<file path="src/rtl/mont_pkg.sv">
// Shared definitions for the word-serial Montgomery multiplier.
// Latency: n/a (types, constants and a constant function only).
// Backpressure: n/a.
package mont_pkg;

  typedef enum logic [2:0] {
    IDLE  = 3'd0,
    MUL_B = 3'd1,
    MUL_P = 3'd2,
    SUB   = 3'd3,
    OUT   = 3'd4
  } state_t;

  // ld_sel encodings; 2'b11 addresses nothing.
  localparam logic [1:0] LD_A = 2'b00;
  localparam logic [1:0] LD_B = 2'b01;
  localparam logic [1:0] LD_P = 2'b10;

  // Counter width helper; never returns less than 1 so a counter always exists.
  function automatic int clog2(input int v);
    int r;
    r = 0;
    for (int k = 0; k < 31; k++) begin
      if ((1 << k) < v) r = k + 1;
    end
    return (r < 1) ? 1 : r;
  endfunction

endpackage

</file>
<file path="src/rtl/mont_word_reg.sv">
// N-bit operand register: parallel write, shift-in of a W-bit word at the top, rotate right by W, shift right by 1.
// Latency: one cycle per operation; priority wr > ld > rot > shr1.
// Backpressure: none; every strobe acts in the cycle it is seen.
// Ports: clk, rst (sync, active-high), wr/wdata, ld/din, rot, shr1, q (low OUT_W bits of the register).
module mont_word_reg #(
  parameter int N     = 256,
  parameter int W     = 16,
  parameter int OUT_W = N
) (
  input  logic             clk,
  input  logic             rst,
  input  logic             wr,
  input  logic [N-1:0]     wdata,
  input  logic             ld,
  input  logic [W-1:0]     din,
  input  logic             rot,
  input  logic             shr1,
  output logic [OUT_W-1:0] q
);

  logic [N-1:0] q_r;

  always_ff @(posedge clk) begin
    if (rst) begin
      q_r <= '0;
    end else if (wr) begin
      q_r <= wdata;
    end else if (ld) begin
      q_r <= {din, q_r[N-1:W]};
    end else if (rot) begin
      q_r <= {q_r[W-1:0], q_r[N-1:W]};
    end else if (shr1) begin
      q_r <= {1'b0, q_r[N-1:1]};
    end
  end

  // Only the bits the owner consumes leave the module.
  assign q = q_r[OUT_W-1:0];

endmodule

</file>
<file path="src/rtl/mont_mul_ws.sv">
// Word-serial radix-2 Montgomery multiplier: R = A*B*2^-N mod P (P odd), one W-bit adder.
// Latency: busy for 2NK+2K cycles after start; result words in the last K of them, done with the last word.
// Backpressure: none; start/ld_valid are ignored while busy, result words are not held.
// Ports: clk, rst (sync, active-high); din/ld_valid/ld_sel load A/B/P LS word first;
//        start/busy/done/err handshake; dout/dout_valid stream the result LS word first.
module mont_mul_ws #(
  parameter int N = 256,
  parameter int W = 16
) (
  input  logic         clk,
  input  logic         rst,
  input  logic [W-1:0] din,
  input  logic         ld_valid,
  input  logic [1:0]   ld_sel,
  input  logic         start,
  output logic         busy,
  output logic [W-1:0] dout,
  output logic         dout_valid,
  output logic         done,
  output logic         err
);
  import mont_pkg::*;

  localparam int K  = N / W;
  localparam int JW = clog2(K);
  localparam int IW = clog2(N);

  state_t state_q, state_d;

  logic [JW-1:0] j_q;
  logic [IW-1:0] i_q;
  logic          carry_q;
  logic          q_q;
  logic [1:0]    ext_q;
  logic [N-1:0]  d_q;
  logic          err_q;

  logic          a_lsb;
  logic [W-1:0]  b_lo;
  logic [W-1:0]  p_lo;
  logic [N-1:0]  c_q;

  // Control strobes
  logic          start_ok, err_d;
  logic          a_ld, b_ld, p_ld, a_shr, b_rot, p_rot;
  logic          c_wr, c_ld, c_rot;
  logic [N-1:0]  c_wdata;

  // Adder
  logic [W-1:0]  add_b;
  logic          add_cin;
  logic [W:0]    sum;
  logic [1:0]    ext_sum;
  logic [N-1:0]  c_rot_sum;
  logic [N-1:0]  d_next;
  logic          last_word, last_bit, q_eff, no_borrow;

  assign last_word = (j_q == JW'(K - 1));
  assign last_bit  = (i_q == IW'(N - 1));

  // q is taken from C[0] on the first MUL_P word, before any P is added.
  assign q_eff = (j_q == '0) ? c_q[0] : q_q;

  assign sum       = {1'b0, c_q[W-1:0]} + {1'b0, add_b} + {{W{1'b0}}, add_cin};
  assign ext_sum   = ext_q + {1'b0, sum[W]};
  assign c_rot_sum = {sum[W-1:0], c_q[N-1:W]};
  assign d_next    = {sum[W-1:0], d_q[N-1:W]};
  // ~P extends with ones above bit N-1, so {ext,C} - P borrows only if ext and the last carry are both zero.
  assign no_borrow = (ext_q != 2'b00) || sum[W];

  always_ff @(posedge clk) begin
    if (rst) begin
      state_q <= IDLE;
    end else begin
      state_q <= state_d;
    end
  end

  always_comb begin
    state_d  = state_q;
    start_ok = 1'b0;
    err_d    = 1'b0;
    a_ld     = 1'b0;
    b_ld     = 1'b0;
    p_ld     = 1'b0;
    a_shr    = 1'b0;
    b_rot    = 1'b0;
    p_rot    = 1'b0;
    c_wr     = 1'b0;
    c_ld     = 1'b0;
    c_rot    = 1'b0;
    c_wdata  = '0;
    add_b    = '0;
    add_cin  = carry_q;
    case (state_q)
      IDLE: begin
        if (start) begin
          // Loads presented alongside start are dropped either way.
          if (p_lo[0]) begin
            start_ok = 1'b1;
            c_wr     = 1'b1;
            state_d  = MUL_B;
          end else begin
            err_d = 1'b1;
          end
        end else if (ld_valid) begin
          a_ld = (ld_sel == LD_A);
          b_ld = (ld_sel == LD_B);
          p_ld = (ld_sel == LD_P);
        end
      end
      MUL_B: begin
        add_b = a_lsb ? b_lo : '0;
        c_ld  = 1'b1;
        b_rot = 1'b1;
        p_rot = 1'b1;
        if (last_word) state_d = MUL_P;
      end
      MUL_P: begin
        add_b = q_eff ? p_lo : '0;
        p_rot = 1'b1;
        if (last_word) begin
          // Fold the final word and carry in, then halve {ext, C}.
          c_wr    = 1'b1;
          c_wdata = {ext_sum[0], c_rot_sum[N-1:1]};
          a_shr   = 1'b1;
          state_d = last_bit ? SUB : MUL_B;
        end else begin
          c_ld = 1'b1;
        end
      end
      SUB: begin
        add_b = ~p_lo;
        if (j_q == '0) add_cin = 1'b1;
        p_rot = 1'b1;
        if (last_word && no_borrow) begin
          c_wr    = 1'b1;
          c_wdata = d_next;
        end else begin
          c_rot = 1'b1;
        end
        if (last_word) state_d = OUT;
      end
      OUT: begin
        c_rot = 1'b1;
        if (last_word) state_d = IDLE;
      end
      default: state_d = IDLE;
    endcase
  end

  always_ff @(posedge clk) begin
    if (rst) begin
      j_q     <= '0;
      i_q     <= '0;
      carry_q <= 1'b0;
      q_q     <= 1'b0;
      ext_q   <= 2'b00;
      d_q     <= '0;
      err_q   <= 1'b0;
    end else begin
      err_q <= err_d;
      if (start_ok) begin
        j_q     <= '0;
        i_q     <= '0;
        carry_q <= 1'b0;
        ext_q   <= 2'b00;
      end else if (state_q != IDLE) begin
        j_q     <= last_word ? '0 : j_q + 1'b1;
        carry_q <= last_word ? 1'b0 : sum[W];
        if (state_q == MUL_P && j_q == '0) q_q <= c_q[0];
        if (state_q == MUL_B && last_word) ext_q <= ext_sum;
        if (state_q == MUL_P && last_word) begin
          ext_q <= {1'b0, ext_sum[1]};
          i_q   <= last_bit ? '0 : i_q + 1'b1;
        end
        if (state_q == SUB) d_q <= d_next;
        if (state_q == SUB && last_word) ext_q <= 2'b00;
      end
    end
  end

  mont_word_reg #(.N(N), .W(W), .OUT_W(1)) u_a (
    .clk(clk), .rst(rst), .wr(1'b0), .wdata('0), .ld(a_ld), .din(din),
    .rot(1'b0), .shr1(a_shr), .q(a_lsb)
  );

  mont_word_reg #(.N(N), .W(W), .OUT_W(W)) u_b (
    .clk(clk), .rst(rst), .wr(1'b0), .wdata('0), .ld(b_ld), .din(din),
    .rot(b_rot), .shr1(1'b0), .q(b_lo)
  );

  mont_word_reg #(.N(N), .W(W), .OUT_W(W)) u_p (
    .clk(clk), .rst(rst), .wr(1'b0), .wdata('0), .ld(p_ld), .din(din),
    .rot(p_rot), .shr1(1'b0), .q(p_lo)
  );

  mont_word_reg #(.N(N), .W(W), .OUT_W(N)) u_c (
    .clk(clk), .rst(rst), .wr(c_wr), .wdata(c_wdata), .ld(c_ld), .din(sum[W-1:0]),
    .rot(c_rot), .shr1(1'b0), .q(c_q)
  );

  assign busy       = (state_q != IDLE);
  assign dout_valid = (state_q == OUT);
  assign dout       = dout_valid ? c_q[W-1:0] : '0;
  assign done       = err_q || ((state_q == OUT) && last_word);
  assign err        = err_q;

endmodule

</file>
<file path="config.mk">
export PLATFORM = sky130hd
export DESIGN_NAME = mont_mul_ws
export DESIGN_NICKNAME = d
export VERILOG_FILES = /design/src/rtl/mont_pkg.sv /design/src/rtl/mont_word_reg.sv /design/src/rtl/mont_mul_ws.sv
export SDC_FILE = /design/constraint.sdc
export NUM_CORES = 2
export LEC_CHECK = 0
export CAP_MARGIN = 20
export CORE_ASPECT_RATIO = 1.25
export CORE_MARGIN = 10
export CORE_UTILIZATION = 40
export CTS_CLUSTER_DIAMETER = 200
export DETAILED_ROUTE_END_ITERATION = 8
export PLACE_DENSITY_LB_ADDON = 0.05
export SYNTH_ARGS = -nofsm -noshare
export SYNTH_HDL_FRONTEND = slang
export SYNTH_SLANG_ARGS = --single-unit
</file>
<file path="constraint.sdc">
create_clock -name clk -period 4.17 [get_ports clk]
set_clock_uncertainty 0.05 [all_clocks]
set_input_delay 0.417 -clock clk [delete_from_list [all_inputs] [get_ports clk]]
set_output_delay 0.417 -clock clk [all_outputs]
set_load 0.05 [all_outputs]
</file>
==> reports/summary.txt <==
outcome - complete, no violations
grt met2 use - 32.3%
vias post-DR - 43.2k
GR Layer Usage met1 - 24.2%
post-synthesis cell type count - 58
DP Wirelength - 81,400 um
CTS tree - yes
core footprint - 0.127 mm2
syn avg cell area - 7.92 um2
fmax - 252 MHz
Post-DRT Antenna Nets - 0
share of cells above drive strength 1 - 7.12%
most used routing layer - met2
# setup viols final - 0
DRC viols - 0
met3 Track Usage GR - 3.38%
Routed WL - 140,000 um
LEAKAGE - 0.0178 uW
Filler cells - 12.9k
Die Wd - 339 um
row count - 146
final core utilization - 45.4%
Vias/cell - 5.41
Final Hold Viols - 0
RSZ-0062 raised after global routing - true
total gr overflow - 0
warnings from Yosys - 0
Post-synth top flop - dfxtp_1
register-to-register setup slack - 200 ps
Starting Density - 40.2%
Setup CP Type - reg2reg
antenna violations before repair - 3
worst min path class - in2reg
cts hold-fix bufs - 0
PwrDens - 431 mW/mm2
buffers added on ports - 41
post-synthesis async set-or-reset flop share - 0%
fin cells - 7,996
Max-Cap Viols - 0
Worst-Margin Slew - 1160 ps
EDFF count, synth - 0
Rel. slew slack - 22.6%
1st-pass router iterations - 5
Clock Path Buffers - 3
DRT iter0 DRCs - 3,518
CP startpoint kind - flip-flop
Seq/Total Area, Yosys - 50.4%
gr usage total - 18.8%
die extent in y - 419 um
fin crit period - 3970 ps
Clock Sinks - 1,284
crit path DAT - 4590 ps
VDD IR max - 0.331 mV
Hold Crit Start - rst
vias in the first global route - 41.4k
commonest cells after routing, fill and taps aside - 1,962 x nand2_1, 1,284 x dfxtp_1, 1,247 x a21oi_1, 333 x nor2_1, 259 x a22oi_1
number of placed I/O pins - 42
synthesized area - 0.0510 mm2
routability cong. - 0.789
element type at the critical path end - flip-flop
synthesis-stage register bit count - 1,284
leading cell type in the layout, fill and taps excluded - nand2_1
Critical R2R Launch - j_q[0]
Final nets - 6,232
reg2reg path depth - 16
P&R area growth vs syn - 12.7%
hold path depth - 2
CTS buffer count - 139
Avg WL per Cell - 17.5 um
final max-slew violation count - 0
# placed instances - 7,746
Min-Delay Endpoint - u_a.q_r[43]
largest net degree at the start of global routing - 179
ANT cells - 0
clock-pin slew on the worst setup and hold paths - 60 ps
H-tree depth - 4
Final period util - 95.2%
root buffer cell - clkbuf_16
critical path required time - 4790 ps
die area - 0.142 mm2
syn_nets - 6,480
largest fanout on the critical path - 59
first-pass GRT wire length - 226,000 um
Mapped Cells - 6,437
clock latency on the worst-skew pair - 780 ps
Reg-to-Reg End - u_c.q[148]
==> area by class of cell <==
class                   count  area, um2  share of cell area [%]
clock inverters            33        305                   0.531
multi-input cells        4567      22900                    39.9
inverters                   9       33.8                  0.0587
flip-flops and latches   1284      25700                    44.7
repair buffers            188       2270                    3.96
clock buffers             213       4140                    7.20
well taps                1702       2130                    3.70
==> where the power goes <==
part / leakage [uW] / switching, uW / internal, uW
logic: 0.00531 / 382 / 84.6
registers: 0.0103 / 11.1 / 12300
clock network: 0.00219 / 5130 / 6920
total: 0.0178 / 5520 / 19300
==> state kept, by name, summed over array words and instances, names as in the netlist, 2 cells and up <==
register / flops
u_c.q: 256
j_q: 4
u_a.q_r: 256
i_q: 8
state_q: 3
u_p.q_r: 256
d_q: 240
u_b.q_r: 256
ext_q: 2
==> logic make-up after synthesis <==
logic type	synth area share, %
buffers and inverters	5.05
multiplexers	0.726
XOR/XNOR	0.309
adder cells (fa/ha/maj)	0.545
AO/OA/AOI/OAI	22.6
flip-flops	50.4
AND/OR/NAND/NOR	20.4
==> critical path, stage by stage (launching register included) <==
cell and delay [ps]:
dfxtp_1 330, inv_1 60, ha_1 190, nor3b_4 150, mux2i_1 130, nor2_2 150
a221oi_1 110, fa_2 380, fa_1 410, nand2b_1 190, a21oi_2 240, o31ai_4 120
a2111oi_4 390, or2_4 240, buf_12 250, nand2_1 100, a311oi_1 270
==> cell usage after synthesis (all sizes together) (3+ instances only) <==
| cell | n | area (um2) |
|---|---|---|
| nor2b | 6 | 45.0 |
| a22oi | 259 | 1940 |
| nand2b | 5 | 31.3 |
| xnor2 | 9 | 78.8 |
| o21bai | 3 | 22.5 |
| nor3b | 4 | 35.0 |
| nor3 | 10 | 61.3 |
| nand2 | 1965 | 7380 |
| a31oi | 8 | 50.1 |
| and2 | 5 | 31.3 |
| inv | 9 | 33.8 |
| or2 | 6 | 37.5 |
| and3 | 19 | 119 |
| xor2 | 9 | 78.8 |
| nor2 | 337 | 1270 |
| a311oi | 247 | 2490 |
| nand4 | 5 | 31.3 |
| buf | 171 | 1020 |
| mux2i | 37 | 370 |
| o21ai | 14 | 70.1 |
| a211oi | 37 | 278 |
| dfxtp | 1284 | 25700 |
| a21oi | 1250 | 6260 |
| a21o | 9 | 67.6 |
| a221o | 14 | 140 |
| nand3 | 257 | 1290 |
| clkbuf | 406 | 1520 |
| or3 | 4 | 25.0 |
| o21a | 4 | 30.0 |
| ha | 19 | 238 |
==> worst max path at each step <==
stage	startpoint	end	slack (ps)	cells past startpoint
global route	j_q[0]	u_c.q[54]	-50	17
detailed placement	j_q[0]	u_c.q[4]	-20	18
floorplan	state_q[0]	u_c.q[190]	10	19
finish	j_q[0]	u_c.q[148]	200	16
global placement	j_q[0]	u_c.q[165]	120	18
CTS	j_q[0]	ext_q[1]	110	17
==> per-layer routing <==
layer / part of all wire (%) / vias up
met4: 1.9 / 0
met2: 49 / 560
met3: 3.6 / 177
met1: 46 / 20900
met5: 0 / -
li1: - / 21600
==> metrics by stage <==
stage | hold slack [ps] | setup TNS, ps | instance area [um2] | setup WS [ps] | power (uW)
floorplan | 382 | 0 | 51000 | 10.2 | 12900
global placement | 388 | 0 | 52900 | 117 | 13000
detailed placement | 393 | -126 | 52900 | -21.4 | 13000
CTS | 49.3 | 0 | 57400 | 107 | 25200
global route | 60.3 | -787 | 57500 | -47.5 | 25700
finish | 74.0 | 0 | 57500 | 200 | 24800
==> what timing repair did <==
action | in CTS | in global routing
pin swaps | 0 | 3
buffers inserted | 0 | 3
cloned | 0 | 1
setup endpoints to repair | 87 | 251
resized for setup | 2 | 14
(Power assumes the default switching activity.)
